**src/rtl/spi_oled_pkg.sv**
```systemverilog
// Shared types and constants for the OLED-style SPI slave receiver and its consumers.
package spi_oled_pkg;

  typedef struct packed {
    logic       dc;
    logic [7:0] data;
  } rx_entry_t;

  typedef enum logic {IDLE, SHIFT} state_t;

  localparam logic [7:0] CMD_DISPLAY_OFF = 8'hAE;
  localparam logic [7:0] CMD_DISPLAY_ON  = 8'hAF;

endpackage

```
**src/rtl/spi_oled_rx_fifo.sv**
```systemverilog
// Synchronous FIFO of tagged bytes; a pop frees a slot for a push in the same cycle.
module spi_oled_rx_fifo
  import spi_oled_pkg::*;
#(
  parameter int FIFO_DEPTH = 4
) (
  input  logic      clk,
  input  logic      rst_n,
  input  logic      flush,
  input  logic      push,
  input  rx_entry_t din,
  input  logic      pop,
  output rx_entry_t dout,
  output logic      full,
  output logic      empty
);

  localparam int AW = $clog2(FIFO_DEPTH);

  rx_entry_t       mem [FIFO_DEPTH];
  logic [AW-1:0]   wr_ptr;
  logic [AW-1:0]   rd_ptr;
  logic [AW:0]     count;
  logic            do_pop;
  logic            do_push;

  assign empty   = (count == '0);
  assign full    = (count == (AW+1)'(FIFO_DEPTH));
  assign do_pop  = pop && !empty;
  assign do_push = push && (!full || do_pop);
  assign dout    = mem[rd_ptr];

  always_ff @(posedge clk or negedge rst_n) begin
    if (!rst_n) begin
      wr_ptr <= '0;
      rd_ptr <= '0;
      count  <= '0;
    end else if (flush) begin
      wr_ptr <= '0;
      rd_ptr <= '0;
      count  <= '0;
    end else begin
      if (do_push) wr_ptr <= wr_ptr + AW'(1);
      if (do_pop)  rd_ptr <= rd_ptr + AW'(1);
      count <= count + (AW+1)'(do_push) - (AW+1)'(do_pop);
    end
  end

  // Storage carries no reset; entries are only visible once counted.
  always_ff @(posedge clk) begin
    if (do_push) mem[wr_ptr] <= din;
  end

endmodule

```
**src/rtl/spi_oled_rx.sv**
```systemverilog
// OLED-style 4-wire SPI write-only slave: oversampled pins, MSB-first bytes tagged with D/C, FIFO out.
// Optional byte statistics (cmd_cnt/data_cnt) are enabled with the macro SPI_OLED_RX_STATS_EN.
module spi_oled_rx
  import spi_oled_pkg::*;
#(
  parameter int SYNC_STAGES   = 2,
  parameter int FIFO_DEPTH    = 4,
  parameter int DC_SAMPLE_BIT = 7
) (
  input  logic        sys_clk,
  input  logic        sys_rst,
  input  logic        spi_clk,
  input  logic        spi_mosi,
  input  logic        spi_cs,
  input  logic        spi_dc,
  input  logic        spi_res,
  output logic [7:0]  rx_data,
  output logic        rx_dc,
  output logic        rx_valid,
  input  logic        rx_ready,
  output logic        rx_overflow,
  output logic        rx_frame_err,
  input  logic        clr_err,
  output logic        busy
`ifdef SPI_OLED_RX_STATS_EN
  ,
  output logic [15:0] cmd_cnt,
  output logic [15:0] data_cnt
`endif
);

  localparam logic [2:0] DC_IDX = 3'(DC_SAMPLE_BIT);

  logic [SYNC_STAGES-1:0] clk_sync, cs_sync, res_sync, mosi_sync, dc_sync;
  logic [SYNC_STAGES:0]   prime;
  logic clk_hist, cs_hist;
  logic clk_s, cs_s, res_s, mosi_s, dc_s;
  logic clk_rise, cs_fall;

  state_t    state, state_d;
  logic [2:0] bit_cnt, bit_cnt_d;
  logic [6:0] shifter, shifter_d;
  logic       dc_lat, dc_lat_d;
  logic       push, frame_set, overflow_set;
  rx_entry_t  entry, head;
  logic       full, empty;

  assign clk_s  = clk_sync[SYNC_STAGES-1];
  assign cs_s   = cs_sync[SYNC_STAGES-1];
  assign res_s  = res_sync[SYNC_STAGES-1];
  assign mosi_s = mosi_sync[SYNC_STAGES-1];
  assign dc_s   = dc_sync[SYNC_STAGES-1];

  assign clk_rise = clk_s && !clk_hist;
  // CS low at reset release must not start a frame, so falls count only once the chain holds real samples.
  assign cs_fall  = prime[SYNC_STAGES] && cs_hist && !cs_s;

  // Stage: input synchronisers and edge history
  always_ff @(posedge sys_clk or negedge sys_rst) begin
    if (!sys_rst) begin
      clk_sync  <= '1;
      cs_sync   <= '1;
      res_sync  <= '1;
      mosi_sync <= '0;
      dc_sync   <= '0;
      clk_hist  <= 1'b1;
      cs_hist   <= 1'b1;
      prime     <= '0;
    end else begin
      clk_sync  <= {clk_sync[SYNC_STAGES-2:0], spi_clk};
      cs_sync   <= {cs_sync[SYNC_STAGES-2:0], spi_cs};
      res_sync  <= {res_sync[SYNC_STAGES-2:0], spi_res};
      mosi_sync <= {mosi_sync[SYNC_STAGES-2:0], spi_mosi};
      dc_sync   <= {dc_sync[SYNC_STAGES-2:0], spi_dc};
      clk_hist  <= clk_s;
      cs_hist   <= cs_s;
      prime     <= {prime[SYNC_STAGES-1:0], 1'b1};
    end
  end

  // Stage: frame FSM and deserialiser
  always_comb begin
    state_d   = state;
    bit_cnt_d = bit_cnt;
    shifter_d = shifter;
    dc_lat_d  = dc_lat;
    push      = 1'b0;
    frame_set = 1'b0;
    entry.dc   = (bit_cnt == DC_IDX) ? dc_s : dc_lat;
    entry.data = {shifter, mosi_s};
    case (state)
      IDLE: begin
        bit_cnt_d = '0;
        if (cs_fall) state_d = SHIFT;
      end
      SHIFT: begin
        if (cs_s) begin
          frame_set = (bit_cnt != '0);
          bit_cnt_d = '0;
          shifter_d = '0;
          state_d   = IDLE;
        end else if (clk_rise) begin
          shifter_d = {shifter[5:0], mosi_s};
          if (bit_cnt == DC_IDX) dc_lat_d = dc_s;
          push      = (bit_cnt == 3'd7);
          bit_cnt_d = bit_cnt + 3'd1;
        end
      end
      default: state_d = IDLE;
    endcase
    if (!res_s) begin
      state_d   = IDLE;
      bit_cnt_d = '0;
      shifter_d = '0;
      push      = 1'b0;
      frame_set = 1'b0;
    end
  end

  always_ff @(posedge sys_clk or negedge sys_rst) begin
    if (!sys_rst) begin
      state   <= IDLE;
      bit_cnt <= '0;
      shifter <= '0;
      dc_lat  <= 1'b0;
    end else begin
      state   <= state_d;
      bit_cnt <= bit_cnt_d;
      shifter <= shifter_d;
      dc_lat  <= dc_lat_d;
    end
  end

  spi_oled_rx_fifo #(.FIFO_DEPTH(FIFO_DEPTH)) u_fifo (
    .clk   (sys_clk),
    .rst_n (sys_rst),
    .flush (!res_s),
    .push  (push),
    .din   (entry),
    .pop   (rx_ready),
    .dout  (head),
    .full  (full),
    .empty (empty)
  );

  // When full the FIFO is non-empty, so rx_ready alone means a slot frees this cycle.
  assign overflow_set = push && full && !rx_ready;

  // Stage: sticky error flags (a new event beats clr_err)
  always_ff @(posedge sys_clk or negedge sys_rst) begin
    if (!sys_rst) begin
      rx_overflow  <= 1'b0;
      rx_frame_err <= 1'b0;
    end else if (!res_s) begin
      rx_overflow  <= 1'b0;
      rx_frame_err <= 1'b0;
    end else begin
      rx_overflow  <= overflow_set || (rx_overflow && !clr_err);
      rx_frame_err <= frame_set || (rx_frame_err && !clr_err);
    end
  end

  assign rx_valid = !empty;
  assign rx_data  = empty ? 8'h00 : head.data;
  assign rx_dc    = !empty && head.dc;
  assign busy     = (state == SHIFT);

`ifdef SPI_OLED_RX_STATS_EN
  function automatic logic [15:0] sat_inc(input logic [15:0] v);
    return (v == 16'hFFFF) ? v : v + 16'd1;
  endfunction

  logic accepted;
  assign accepted = push && (!full || rx_ready);

  // Stage: accepted-byte counters
  always_ff @(posedge sys_clk or negedge sys_rst) begin
    if (!sys_rst) begin
      cmd_cnt  <= '0;
      data_cnt <= '0;
    end else if (!res_s || clr_err) begin
      cmd_cnt  <= '0;
      data_cnt <= '0;
    end else if (accepted) begin
      if (entry.dc) data_cnt <= sat_inc(data_cnt);
      else          cmd_cnt  <= sat_inc(cmd_cnt);
    end
  end
`endif

endmodule
```
**config.mk**
```make
export PLATFORM = sky130hd
export DESIGN_NAME = spi_oled_rx
export DESIGN_NICKNAME = d
export VERILOG_FILES = /design/src/rtl/spi_oled_pkg.sv /design/src/rtl/spi_oled_rx_fifo.sv /design/src/rtl/spi_oled_rx.sv
export SDC_FILE = /design/constraint.sdc
export NUM_CORES = 1
export LEC_CHECK = 0
export ABC_AREA = 1
export CAP_MARGIN = 25
export CORE_AREA = 2 2 90 92
export CTS_CLUSTER_DIAMETER = 40
export DETAILED_ROUTE_END_ITERATION = 7
export DIE_AREA = 0 0 92 94
export HOLD_SLACK_MARGIN = 0.08
export PLACE_DENSITY = 0.68
export SKIP_LAST_GASP = 1
export SLEW_MARGIN = 20
export SYNTH_ARGS = -nofsm -noshare
export SYNTH_HDL_FRONTEND = slang
export SYNTH_SLANG_ARGS = --single-unit
```
**constraint.sdc**
```tcl
create_clock -name sys_clk -period 2.2 [get_ports sys_clk]
set_input_delay 0.55 -clock sys_clk [delete_from_list [all_inputs] [get_ports sys_clk]]
set_output_delay 0.55 -clock sys_clk [all_outputs]
set_load 0.02 [all_outputs]
```
==> impl_metrics.json <==
{
  "wirelength_mm": 5.20,
  "placed_cell_area_mm2": 0.00344,
  "syn_area_per_cell_um2": 11.4,
  "required_ns": 1.65,
  "synth_cell_types": 28,
  "end_kind": "primary output",
  "cp_max_fo": 18,
  "coreArea_mm2": 0.00761,
  "period_share": 0.982,
  "place_inst": 399,
  "firstDrtPassIters": 4,
  "synth_nets": 281,
  "slew_viol_final": 0,
  "clkTransAtPathRegs_ns": 0.07,
  "rsz0062_at_grt": "yes",
  "cpMostUsedCell": "nor2_1",
  "wl_per_cell_um": 12.5,
  "max_freq_ghz": 0.463,
  "irDropWorstVdd_uv": 452,
  "r2r_end": "u_fifo.count[2]$_DFF_PN0_",
  "dp_hpwl_mm": 3.47,
  "numCtsBuffers": 9,
  "cts-htree-levels": 3,
  "setup_viol_count_final": 0,
  "drive_gt1_frac": 0.240,
  "outcome": "finished clean",
  "clk_path_buf_depth": 2,
  "clkLatencyLatePin_ns": 0.35,
  "synth_cells": 262,
  "final-hold-violation-count": 0,
  "track_usage": 0.136,
  "initial_utilization": 0.392,
  "worst_setup_path_start_kind": "flip-flop",
  "syn_area_mm2": 0.00298,
  "finalInstanceArea_mm2": 0.00365,
  "r2r_start": "u_fifo.count[0]$_DFF_PN0_",
  "hold_class": "input pin to asynchronous set/reset pin",
  "place.gp.congestion": 0.761,
  "ant_nets": 0,
  "maxCapViolations": 0,
  "io_pins": 22,
  "worst-path-buf-inv": 2,
  "final_nets": 327,
  "rows": 32,
  "seq_area_frac_synth": 0.668,
  "grt_pass1_vias": 1859,
  "cts_tree": "done",
  "grt_start_max_net_pins": 37,
  "area_delta_synth_final_pct": 22.3,
  "fill_cells": 676,
  "port_buffers": 21,
  "cp_top_family": "buffers and inverters",
  "yosys_register_bits": 72,
  "powerDensity_mw_per_mm2": 758,
  "antenna_found_initial": 0,
  "tightestPinTransition_ns": 0.806,
  "numClockSinks": 72,
  "die_w_um": 92,
  "path_class": "flip-flop to primary output",
  "die_h_um": 94,
  "rrSetupSlack_ns": 0.14,
  "slew_headroom": 0.462,
  "grt_pass1_wl_mm": 8.73,
  "drc": 0,
  "fin_skew_ns": 0.00855,
  "vias": 1881,
  "overflow": 0,
  "power_leakage_nw": 1.60,
  "finalNonFillerCells": 415,
  "arrival_ns": 1.61,
  "n_antenna_cell": 0,
  "root_buffer": "clkbuf_8",
  "critPathMaxStageDelay_ns": 0.42,
  "fin_util": 0.479,
  "vias_per_cell": 4.53,
  "final.min_clock_period_ns": 2.16,
  "ff2ff_path_depth": 12,
  "crit_slowest_cell": "dfrtp_1",
  "dieArea_mm2": 0.00865,
  "drtIter0Drc": 103,
  "worstPathCellList": "buf_12, nor2_1, nor2_1, o21ai_1, a21oi_1, clkdlybuf4s15_2",
  "yosysWarnings": 0
}
## cells by family (layout without fill, tap and decap cells)
kind of cell,count (synthesis),in the layout,synth area share
AND/OR/NAND/NOR,96,96,0.135
other,1,1,0.00126
AO/OA/AOI/OAI,44,44,0.0873
buffers and inverters,37,88,0.0579
adder cells (fa/ha/maj),10,10,0.0445
flip-flops,72,72,0.668
XOR/XNOR,2,2,0.00588
## cell usage after synthesis
cell type | count | area [um^2]
buf_12 | 1 | 20.0
a21oi_1 | 13 | 65.1
inv_1 | 25 | 93.8
fa_1 | 1 | 20.0
conb_1 | 1 | 3.75
nand2_4 | 2 | 22.5
buf_6 | 1 | 11.3
nand2_2 | 4 | 25.0
dfrtp_1 | 28 | 701
clkbuf_2 | 1 | 5.00
inv_2 | 4 | 15.0
nand3_1 | 11 | 55.1
nor3_1 | 1 | 5.00
xor2_1 | 2 | 17.5
nand2_1 | 31 | 116
edfxtp_1 | 36 | 1080
o21ai_1 | 8 | 40.0
o21ai_4 | 1 | 16.3
dfstp_2 | 8 | 210
inv_6 | 1 | 8.76
buf_2 | 3 | 15.0
nor2_1 | 46 | 173
nor2_2 | 1 | 6.26
ha_1 | 9 | 113
clkinv_1 | 1 | 3.75
o21ai_2 | 7 | 61.3
o211ai_1 | 1 | 7.51
o21ai_0 | 14 | 70.1
## what timing repair did
item	in CTS	in global routing
gates cloned	0	0
resized for setup	18	15
endpoints found under the setup margin	9	11
endpoints found under the hold margin	0	0
pin swaps	0	1
hold buffers	0	0
buffers inserted	0	0
## placed cells by master (no fill, tap or decap)
cell / n
inv_2: 5
clkdlybuf4s15_2: 1
o21ai_1: 8
inv_1: 25
dlymetal6s2s_1: 1
clkbuf_1: 1
o21ai_2: 7
bufinv_16: 3
ha_1: 9
conb_1: 1
nand2_2: 4
o211ai_1: 1
o21ai_4: 1
dfstp_2: 8
buf_12: 2
nand2_4: 2
nor2_2: 2
nand3_1: 11
nor2_1: 45
fa_1: 1
clkinvlp_4: 1
a21oi_1: 13
o21ai_0: 14
clkbuf_8: 9
buf_2: 4
nand2_1: 31
xor2_1: 2
buf_4: 18
nor3_1: 1
inv_6: 3
clkbuf_2: 5
clkdlybuf4s50_1: 10
edfxtp_1: 36
dfrtp_1: 28
## flip-flops by register name, indices dropped and copies added, names as in the netlist
name	flops
mosi_sync	2
cs_sync	2
u_fifo.wr_ptr	2
prime	3
u_fifo.mem	36
dc_lat	1
clk_hist	1
res_sync	2
u_fifo.rd_ptr	2
bit_cnt	3
dc_sync	2
shifter	7
clk_sync	2
busy	1
cs_hist	1
rx_frame_err	1
rx_overflow	1
u_fifo.count	3
## layout make-up
cell class | instances | area [um^2] | share of cell area
flip-flops and latches | 72 | 1990 | 0.546
multi-input cells | 153 | 820 | 0.225
clock inverters | 6 | 115 | 0.0316
repair buffers | 41 | 344 | 0.0943
well taps | 102 | 128 | 0.0350
clock buffers | 10 | 128 | 0.0350
inverters | 31 | 121 | 0.0333
## worst max path at each step
stage / to / start / depth (start not counted)
detailed placement: u_fifo.count[2]$_DFF_PN0_ / rx_ready / 10
finish: rx_data[0] / u_fifo.rd_ptr[0]$_DFFE_PN0P_ / 6
global route: rx_data[0] / u_fifo.rd_ptr[0]$_DFFE_PN0P_ / 6
CTS: rx_data[2] / u_fifo.rd_ptr[0]$_DFFE_PN0P_ / 6
floorplan: u_fifo.count[2]$_DFF_PN0_ / u_fifo.count[1]$_DFF_PN0_ / 11
global placement: u_fifo.count[2]$_DFF_PN0_ / rx_ready / 10
## report_power, final
part / internal (W) / switching (W)
sequential: 0.00143 / 0.0000113
combinational: 0.0000219 / 0.0000410
clock: 0.000761 / 0.000498
## per-stage QoR
| stage | worst slack, ns | hold WS, ns | total power, W | TNS (ns) |
|---|---|---|---|---|
| final | 0.0394 | 0.289 | 0.00276 | 0 |
| after global routing | -0.0686 | 0.338 | 0.00286 | -0.115 |
| after CTS | -0.0883 | 0.311 | 0.00279 | -0.0883 |
| after detailed placement | -0.132 | 0.336 | 0.00153 | -0.205 |
| after global placement | -0.0954 | 0.331 | 0.00153 | -0.130 |
| after floorplan | 0.152 | 0.254 | 0.00150 | 0 |
## per-layer routing
metal,vias up,global-route usage,part of all wire
li1,947,-,-
met1,902,0.161,0.46
met2,25,0.228,0.50
met3,7,0.0385,0.029
met4,0,0.0684,0.015
met5,-,0,0
## worst register-to-register path, cell delays in order (launching register included)
cell,delay [ns]
dfrtp_1,0.39
nor2_2,0.12
nand2_1,0.09
buf_4,0.14
nand2_1,0.07
inv_1,0.06
ha_1,0.26
inv_1,0.05
ha_1,0.14
inv_1,0.05
fa_1,0.37
xor2_1,0.16
nor2_1,0.05
(Power assumes the default switching activity.)
